### config.mk
export PLATFORM = sky130hd
export DESIGN_NAME = exec_unit_pipelined
export DESIGN_NICKNAME = d
export VERILOG_FILES = /design/src/rtl/exec_unit_pipelined.sv
export SDC_FILE = /design/constraint.sdc
export NUM_CORES = 2
export LEC_CHECK = 0
export ABC_CLOCK_PERIOD_IN_PS = 4000
export CORE_ASPECT_RATIO = 0.8
export CORE_MARGIN = 2
export CORE_UTILIZATION = 43
export CTS_CLUSTER_SIZE = 25
export DETAILED_ROUTE_END_ITERATION = 10
export HOLD_SLACK_MARGIN = 0.02
export PLACE_DENSITY = 0.6
export SYNTH_ARGS = -nofsm -noshare
export SYNTH_HDL_FRONTEND = slang
export SYNTH_SLANG_ARGS = --single-unit
export TNS_END_PERCENT = 30
### constraint.sdc
create_clock -name clk -period 4 [get_ports clk]
set_input_delay 0.8 -clock clk [delete_from_list [all_inputs] [get_ports clk]]
set_output_delay 0.8 -clock clk [all_outputs]
set_load 0.1 [all_outputs]
### src/rtl/exec_unit_pipelined.sv
// -----------------------------------------------------------------------------
// exec_unit_pipelined
//
// Registered execute stage: ALU, branch resolution, load/store address and
// store-data generation, plus an optional iterative multiply/divide unit.
// Single-cycle ops are registered straight into the output stage; M ops walk
// an IDLE -> BUSY (XLEN iterations) -> DONE sequence and stall upstream.
//
// Ports
//   clk, rst_n        clock, asynchronous active-low reset
//   in_valid/in_ready upstream handshake
//   in_type           one-hot class [0]R [1]I [2]S [3]B [4]U [5]J
//   in_alu_op         ALU operation code
//   in_muldiv         M-extension op (honoured for R-type only)
//   in_funct3         branch condition / store size / M-op select
//   in_op0, in_op1    rs1 / rs2 values
//   in_imm            sign-extended immediate
//   in_pc             instruction address
//   out_valid/out_ready downstream handshake
//   out_result        ALU / M / link result
//   out_branch        redirect taken
//   out_target        redirect address
//   out_mem_addr      op0 + imm effective address
//   out_store_data    size-masked store data
//   out_illegal       unsupported operation
// -----------------------------------------------------------------------------
module exec_unit_pipelined #(
  parameter int XLEN      = 32,
  parameter int AW        = 10,
  parameter int MULDIV_EN = 1
) (
  input  logic            clk,
  input  logic            rst_n,
  input  logic            in_valid,
  output logic            in_ready,
  input  logic [5:0]      in_type,
  input  logic [3:0]      in_alu_op,
  input  logic            in_muldiv,
  input  logic [2:0]      in_funct3,
  input  logic [XLEN-1:0] in_op0,
  input  logic [XLEN-1:0] in_op1,
  input  logic [XLEN-1:0] in_imm,
  input  logic [AW-1:0]   in_pc,
  output logic            out_valid,
  input  logic            out_ready,
  output logic [XLEN-1:0] out_result,
  output logic            out_branch,
  output logic [AW-1:0]   out_target,
  output logic [XLEN-1:0] out_mem_addr,
  output logic [XLEN-1:0] out_store_data,
  output logic            out_illegal
);

  localparam int SHW = $clog2(XLEN);
  localparam int CW  = $clog2(XLEN);

  typedef enum logic [1:0] {IDLE = 2'd0, BUSY = 2'd1, DONE = 2'd2} state_t;

  state_t          state_q, state_d;
  logic [CW-1:0]   cnt_q;

  logic            out_free, accept, m_req, is_m;

  assign out_free = !out_valid || out_ready;
  assign in_ready = (state_q == IDLE) && out_free;
  assign accept   = in_valid && in_ready;
  assign m_req    = in_muldiv && in_type[0];
  assign is_m     = (MULDIV_EN != 0) && m_req;

  // ---------------------------------------------------------------------------
  // Single-cycle datapath
  // ---------------------------------------------------------------------------
  logic [XLEN-1:0] op_b, alu_res;
  logic            alu_bad;

  // NOTE: every variable written in an always_comb gets a default first, so no
  // path through the case statements can leave it unassigned and infer a latch.
  always_comb begin
    op_b    = (in_type[1] || in_type[2]) ? in_imm : in_op1;
    alu_res = '0;
    alu_bad = 1'b0;
    case (in_alu_op)
      4'd0:    alu_res = in_op0 + op_b;
      4'd1:    alu_res = in_op0 - op_b;
      4'd2:    alu_res = in_op0 << op_b[SHW-1:0];
      4'd3:    alu_res = {{(XLEN-1){1'b0}}, $signed(in_op0) < $signed(op_b)};
      4'd4:    alu_res = {{(XLEN-1){1'b0}}, in_op0 < op_b};
      4'd5:    alu_res = in_op0 ^ op_b;
      4'd6:    alu_res = in_op0 >> op_b[SHW-1:0];
      4'd7:    alu_res = $signed(in_op0) >>> op_b[SHW-1:0];
      4'd8:    alu_res = in_op0 | op_b;
      4'd9:    alu_res = in_op0 & op_b;
      4'd10:   alu_res = op_b;
      default: alu_bad = 1'b1;
    endcase
  end

  logic br_taken, br_bad;
  logic br_eq, br_lt, br_ltu;

  assign br_eq  = in_op0 == in_op1;
  assign br_lt  = $signed(in_op0) < $signed(in_op1);
  assign br_ltu = in_op0 < in_op1;

  always_comb begin
    br_taken = 1'b0;
    br_bad   = 1'b0;
    case (in_funct3)
      3'd0:    br_taken = br_eq;
      3'd1:    br_taken = !br_eq;
      3'd4:    br_taken = br_lt;
      3'd5:    br_taken = !br_lt;
      3'd6:    br_taken = br_ltu;
      3'd7:    br_taken = !br_ltu;
      default: br_bad   = 1'b1;
    endcase
  end

  logic [XLEN-1:0] st_data;
  logic            st_bad;

  always_comb begin
    st_data = '0;
    st_bad  = 1'b0;
    case (in_funct3)
      3'd0: st_data = XLEN'(in_op1[7:0]);
      3'd1: st_data = XLEN'(in_op1[15:0]);
      3'd2: st_data = XLEN'(in_op1[31:0]);
      3'd3: begin
        // Doubleword stores only exist on the 64-bit datapath.
        if (XLEN == 64) st_data = in_op1;
        else            st_bad  = 1'b1;
      end
      default: st_bad = 1'b1;
    endcase
  end

  logic [AW-1:0]   link_pc, target_sum;
  logic [XLEN-1:0] s_result, s_store;
  logic [AW-1:0]   s_target;
  logic            s_branch, s_illegal;

  assign link_pc    = in_pc + AW'(4);
  assign target_sum = in_pc + in_imm[AW-1:0];

  always_comb begin
    s_result  = alu_res;
    s_branch  = 1'b0;
    s_target  = '0;
    s_store   = '0;
    s_illegal = alu_bad;
    if (m_req) begin
      // Only reaches the output register when the M unit is absent.
      s_result  = '0;
      s_illegal = 1'b1;
    end else if (in_type[5]) begin
      s_result  = XLEN'(link_pc);
      s_branch  = 1'b1;
      s_target  = target_sum;
      s_illegal = 1'b0;
    end else begin
      if (in_type[3]) begin
        s_branch  = br_taken && !br_bad;
        s_target  = target_sum;
        s_illegal = alu_bad || br_bad;
      end
      if (in_type[2]) begin
        s_store   = st_data;
        s_illegal = alu_bad || st_bad;
      end
    end
  end

  // ---------------------------------------------------------------------------
  // Iterative multiply / divide on operand magnitudes
  // ---------------------------------------------------------------------------
  logic [XLEN-1:0] m_hi, m_lo, m_d, m_dividend, m_addr;
  logic [2:0]      m_fn;
  logic            m_neg, m_rem_neg, m_div0;

  logic            a_signed, b_signed, a_neg, b_neg;
  logic [XLEN-1:0] a_mag, b_mag;

  assign a_signed = in_funct3 inside {3'd1, 3'd2, 3'd4, 3'd6};
  assign b_signed = in_funct3 inside {3'd1, 3'd4, 3'd6};
  assign a_neg    = a_signed && in_op0[XLEN-1];
  assign b_neg    = b_signed && in_op1[XLEN-1];
  assign a_mag    = a_neg ? -in_op0 : in_op0;
  assign b_mag    = b_neg ? -in_op1 : in_op1;

  // Multiply step: {hi,lo} holds partial product and the unconsumed multiplier.
  logic [XLEN:0]   mul_sum;
  // Divide step: lo shifts the dividend out and the quotient in; hi is remainder.
  logic [XLEN:0]   div_shift, div_diff;
  logic            div_ge;
  logic [XLEN-1:0] it_hi, it_lo;

  always_comb begin
    mul_sum   = {1'b0, m_hi} + (m_lo[0] ? {1'b0, m_d} : '0);
    div_shift = {m_hi, m_lo[XLEN-1]};
    div_ge    = div_shift >= {1'b0, m_d};
    div_diff  = div_shift - {1'b0, m_d};
    if (m_fn[2]) begin
      it_hi = div_ge ? div_diff[XLEN-1:0] : div_shift[XLEN-1:0];
      it_lo = {m_lo[XLEN-2:0], div_ge};
    end else begin
      it_hi = mul_sum[XLEN:1];
      it_lo = {mul_sum[0], m_lo[XLEN-1:1]};
    end
  end

  logic [2*XLEN-1:0] m_prod;
  logic [XLEN-1:0]   m_quo, m_rem, m_result;

  always_comb begin
    m_prod = m_neg ? -{m_hi, m_lo} : {m_hi, m_lo};
    m_quo  = m_neg ? -m_lo : m_lo;
    m_rem  = m_rem_neg ? -m_hi : m_hi;
    case (m_fn)
      3'd0:       m_result = m_prod[XLEN-1:0];
      3'd4, 3'd5: m_result = m_div0 ? '1 : m_quo;
      3'd6, 3'd7: m_result = m_div0 ? m_dividend : m_rem;
      default:    m_result = m_prod[2*XLEN-1:XLEN];
    endcase
  end

  // ---------------------------------------------------------------------------
  // Control FSM
  // ---------------------------------------------------------------------------
  always_comb begin
    state_d = state_q;
    case (state_q)
      IDLE:    if (accept && is_m)              state_d = BUSY;
      BUSY:    if (cnt_q == CW'(XLEN - 1))      state_d = DONE;
      DONE:    if (out_free)                    state_d = IDLE;
      default:                                  state_d = IDLE;
    endcase
  end

  // NOTE: sequential state uses non-blocking assignments so every register
  // samples the pre-edge values, independent of statement order.
  always_ff @(posedge clk or negedge rst_n) begin
    if (!rst_n) begin
      state_q <= IDLE;
      cnt_q   <= '0;
    end else begin
      state_q <= state_d;
      if (state_q == BUSY) cnt_q <= cnt_q + CW'(1);
      else                 cnt_q <= '0;
    end
  end

  always_ff @(posedge clk or negedge rst_n) begin
    if (!rst_n) begin
      m_hi       <= '0;
      m_lo       <= '0;
      m_d        <= '0;
      m_dividend <= '0;
      m_addr     <= '0;
      m_fn       <= '0;
      m_neg      <= 1'b0;
      m_rem_neg  <= 1'b0;
      m_div0     <= 1'b0;
    end else if (accept && is_m) begin
      m_hi       <= '0;
      m_lo       <= a_mag;
      m_d        <= b_mag;
      m_dividend <= in_op0;
      m_addr     <= in_op0 + in_imm;
      m_fn       <= in_funct3;
      m_neg      <= a_neg ^ b_neg;
      m_rem_neg  <= a_neg;
      m_div0     <= in_op1 == '0;
    end else if (state_q == BUSY) begin
      m_hi <= it_hi;
      m_lo <= it_lo;
    end
  end

  // ---------------------------------------------------------------------------
  // Output register: loads only on a new result, otherwise holds
  // ---------------------------------------------------------------------------
  always_ff @(posedge clk or negedge rst_n) begin
    if (!rst_n) begin
      out_valid      <= 1'b0;
      out_result     <= '0;
      out_branch     <= 1'b0;
      out_target     <= '0;
      out_mem_addr   <= '0;
      out_store_data <= '0;
      out_illegal    <= 1'b0;
    end else if (accept && !is_m) begin
      out_valid      <= 1'b1;
      out_result     <= s_result;
      out_branch     <= s_branch;
      out_target     <= s_target;
      out_mem_addr   <= in_op0 + in_imm;
      out_store_data <= s_store;
      out_illegal    <= s_illegal;
    end else if (state_q == DONE && out_free) begin
      out_valid      <= 1'b1;
      out_result     <= m_result;
      out_branch     <= 1'b0;
      out_target     <= '0;
      out_mem_addr   <= m_addr;
      out_store_data <= '0;
      out_illegal    <= 1'b0;
    end else if (out_ready) begin
      out_valid      <= 1'b0;
    end
  end

endmodule

==> impl.org <==
** Outcome
- The run finished with clean final reports.

** Flow run
- Max capacitance violation total :: 0

** Clock network
- TritonCTS built the clock tree.
- Number of buffers created by CTS :: 36
- Number of buffers between clock root and the deepest sink :: 3
- The later pin in the worst-skew pair is clocked with a latency of 0.59 ns.
- The H-tree was split into 2 levels.
- Clock tree root buffer cell :: clkbuf_16
- Clock slew at the register clock pins of the worst setup and hold paths :: 0.07 ns
- Number of hold-repair buffers added at the cts stage :: 0
- Clock sink count :: 282

** Timing
- Once routing completed, OpenROAD measured the worst setup slack at 0.0500 ns.
- The count of final hold-check violations was 0.
- The number of pins exceeding their max-slew limit in the final report came to 0.
- Fmax achieved :: 253 MHz
- Normalized max-slew margin :: 28.2%
- Transition time at the pin with the least slew margin :: 1.07 ns
- Final setup violation count :: 0
- Time the final worst path needs with I/O delays and setup :: 3.95 ns
- Between clock sinks in the finished design, the worst skew comes to 0.0138 ns.
- Tcrit/Tclk final :: 98.8%
- Setup repair after global routing could not meet its margin everywhere.

** Drt
- The first routing iteration left 5446 violations.
- Mean number of vias per cell :: 6.36
- The final route contains 38700 vias.
- DRT antenna net count :: 0
- Total Routed Length :: 174000 um
- Pre-Repair DR Iteration Count :: 8
- Average wire per standard cell :: 28.6 um
- In the routed design, unresolved DRC markers number 0.

** Global routing
- Entering global routing, the biggest net connects 171 pins.
- Global routing usage summed across all routing layers :: 43.8%
- Number of antenna violations at the first check in global routing :: 8
- Total congestion overflow after global routing :: 0
- Vias in the first global route :: 35400
- The first global-routing pass estimated 248000 um of wire.

** Worst setup path
- The most critical setup path has its endpoint at out_result[26].
- WP data required :: 4.49 ns
- Worst r2r src :: m_hi[25]
- Maximum fanout along the worst path :: 4
- FF-to-FF End :: out_result[31]
- Counting cells, the worst reg-to-reg path comes to 11.
- For flop-to-flop paths, the worst setup slack is 0.20 ns.
- The worst setup path is launched from a primary input.
- The worst setup path is of the in -> reg kind.
- Tracing the worst setup path back leads to its startpoint at in_op1[1].
- Kind of end point of the critical path :: flip-flop
- Data arrival time of the worst path :: 4.44 ns

** Finish
- Leaving out fill and tap cells, the most frequent cell in the layout is buf_4.
- Cells with a size suffix above 1 make up 22.7% of the layout.
- Final core area utilization :: 58.9%
- The library cells used most frequently in the layout, excluding fill and tap cells, are buf_4, nand2_1, o21ai_0, a21oi_1, nor2_1.
- At the end of the flow, the number of nets in the layout was 5422.
- Fill cells :: 6963
- Compared with the post-synthesis result, the final layout area differs by 35.2%.

** Logic synthesis
- Yosys mapped the design onto 107 distinct sky130hd cell types.
- Post-Synthesis Cells :: 4217
- Syn nets :: 4586
- Share of flip-flops with an asynchronous set or reset :: 100%
- FF+latch count, synth :: 282
- Number of warnings reported in the yosys synthesis log :: 0
- Netlist Area Pre-Place :: 32100 um2
- Most used flip-flop cell after synthesis :: dfrtp_1
- Sequential cells were found to cover 22.0% of the synthesized design area.
- In this run, synthesis inferred 0 flip-flops with an integrated enable.
- Average instance area after synthesis :: 7.62 um2

** Hold path
- Path class of the lowest-slack min-delay path :: in -> async

** Die
- Initial standard-cell utilization of the core :: 43.5%
- The die covers 77000 um2.
- Count of boundary I/O pins :: 234
- X dimension of the die :: 310 um
- Area of the core :: 73800 um2
- The die is 249 um tall.
- FP Rows :: 89

** Place
- Prior to clock tree synthesis, the placed netlist has a worst setup slack of -1.03 ns.
- Detailed placement finished with a half-perimeter wire length of 139000 um.
- Input and output buffers added on the ports amount to 232.
- At the end of routability-driven placement, the weighted congestion stood at 1.13.

** Pwr
- VDD sags by at most 0.720 mV.
- Power per unit of standard cell area :: 580 nW/um2
- Summing internal, switching and leakage power gives 25200 uW.
- Leakage power figure :: 0.0196 uW
## kinds of logic after synthesis
family                     count (synthesis)  share of synthesized area, %
AOI/OAI and AO/OA                       1511                          30.7
and+or+nand+nor                         1273                          18.2
buffers and inverters                    509                          6.14
DFF                                      282                          22.0
adders and majority gates                245                          9.65
xor gates and xnor gates                 244                          6.65
muxes                                    153                          6.68
## state kept, by name, indices dropped and copies added, names as in the netlist
register / count
m_dividend: 32
m_div0: 1
m_lo: 32
m_addr: 32
out_valid: 1
cnt_q: 5
state_q: 2
m_hi: 32
out_result: 32
m_neg: 1
out_illegal: 1
m_fn: 3
m_d: 32
out_target: 10
m_rem_neg: 1
out_branch: 1
out_store_data: 32
out_mem_addr: 32
## worst max-delay path, cell delays in order
cell and delay [ns]:
clkdlybuf4s50_1 0.59, or3b_4 0.42, nand2_2 0.14, inv_4 0.05, fa_2 0.37, nor2b_2 0.16
o2111ai_2 0.20, a31oi_4 0.31, a21oi_4 0.13, o31a_1 0.44, o21ai_1 0.21, a21oi_1 0.11
a211oi_1 0.30, nor3_1 0.08, o32ai_1 0.12
## routing by layer
| layer | part of all wire (%) | up-vias | routed length, um | global-route usage, % |
|---|---|---|---|---|
| met5 | 0.077 | - | 134 | 0.817 |
| met3 | 14 | 373 | 23900 | 13.0 |
| met4 | 5.2 | 10 | 9000 | 18.0 |
| met1 | 43 | 18500 | 75300 | 64.8 |
| li1 | - | 17200 | - | - |
| met2 | 38 | 2544 | 65800 | 58.2 |
## cell type report
class / count / area, um2 / share of cell area [%]
sequential: 282 / 7060 / 16.2
antenna: 5 / 12.5 / 0.0288
clock inverter: 18 / 229 / 0.527
clock buffer: 48 / 1030 / 2.37
multi-input combinational: 3426 / 23800 / 54.7
inverter: 202 / 769 / 1.77
timing repair buffer: 1105 / 9330 / 21.5
tap: 1001 / 1250 / 2.88
## power breakdown
| group | internal, uW | switching, uW | total, uW |
|---|---|---|---|
| sequential | 3840 | 1320 | 5160 |
| clock | 2090 | 1540 | 3630 |
| combinational | 6060 | 10400 | 16400 |
## through the flow
step                      setup TNS, ns  cells  hold WS [ns]  area (um2)
after CTS                        -0.247   6072         0.307       43000
after detailed placement         -35.72   6004         0.455       41600
after global routing            -0.0549   6082         0.337       43500
after global placement           -34.16   6004         0.451       41600
after floorplan                   -3.29   4217         0.433       32300
final                                 0   6087         0.286       43500
## cell usage after synthesis, drive strengths merged, types with 32 or more instances
master    n  area (um2)
a211oi   57         438
a21o     93         698
a21oi   324        1620
a221oi   35         313
a22o     43         377
a31oi    72         465
and3     43         269
buf      47         234
clkbuf  260         976
dfrtp   282        7060
ha      240        3000
inv     199         752
mux2i    94         953
mux4     47        1060
nand2   521        1970
nand2b   36         225
nand3    97         485
nor2    287        1080
nor3     86         435
nor4     34         213
o211ai   83         623
o21a     37         278
o21ai   413        2070
o21bai   33         248
o221ai   32         293
o22ai    35         219
o31ai    46         359
or3      32         205
xnor2   135        1180
xor2    109         955
## timing repair
item | 4_1_cts | 5_1_grt
setup endpoints to repair | 29 | 52
cloned | 0 | 1
buffers inserted | 2 | 9
resized for setup | 34 | 83
pin swaps | 9 | 27
## worst min-delay path by stage
stage,end,depth (start not counted)
floorplan,cnt_q[0],1
global placement,m_addr[20],2
detailed placement,m_addr[20],2
CTS,m_hi[25],1
global route,m_hi[25],1
finish,m_hi[25],1
No activity file was read; power rests on OpenSTA's default activity.
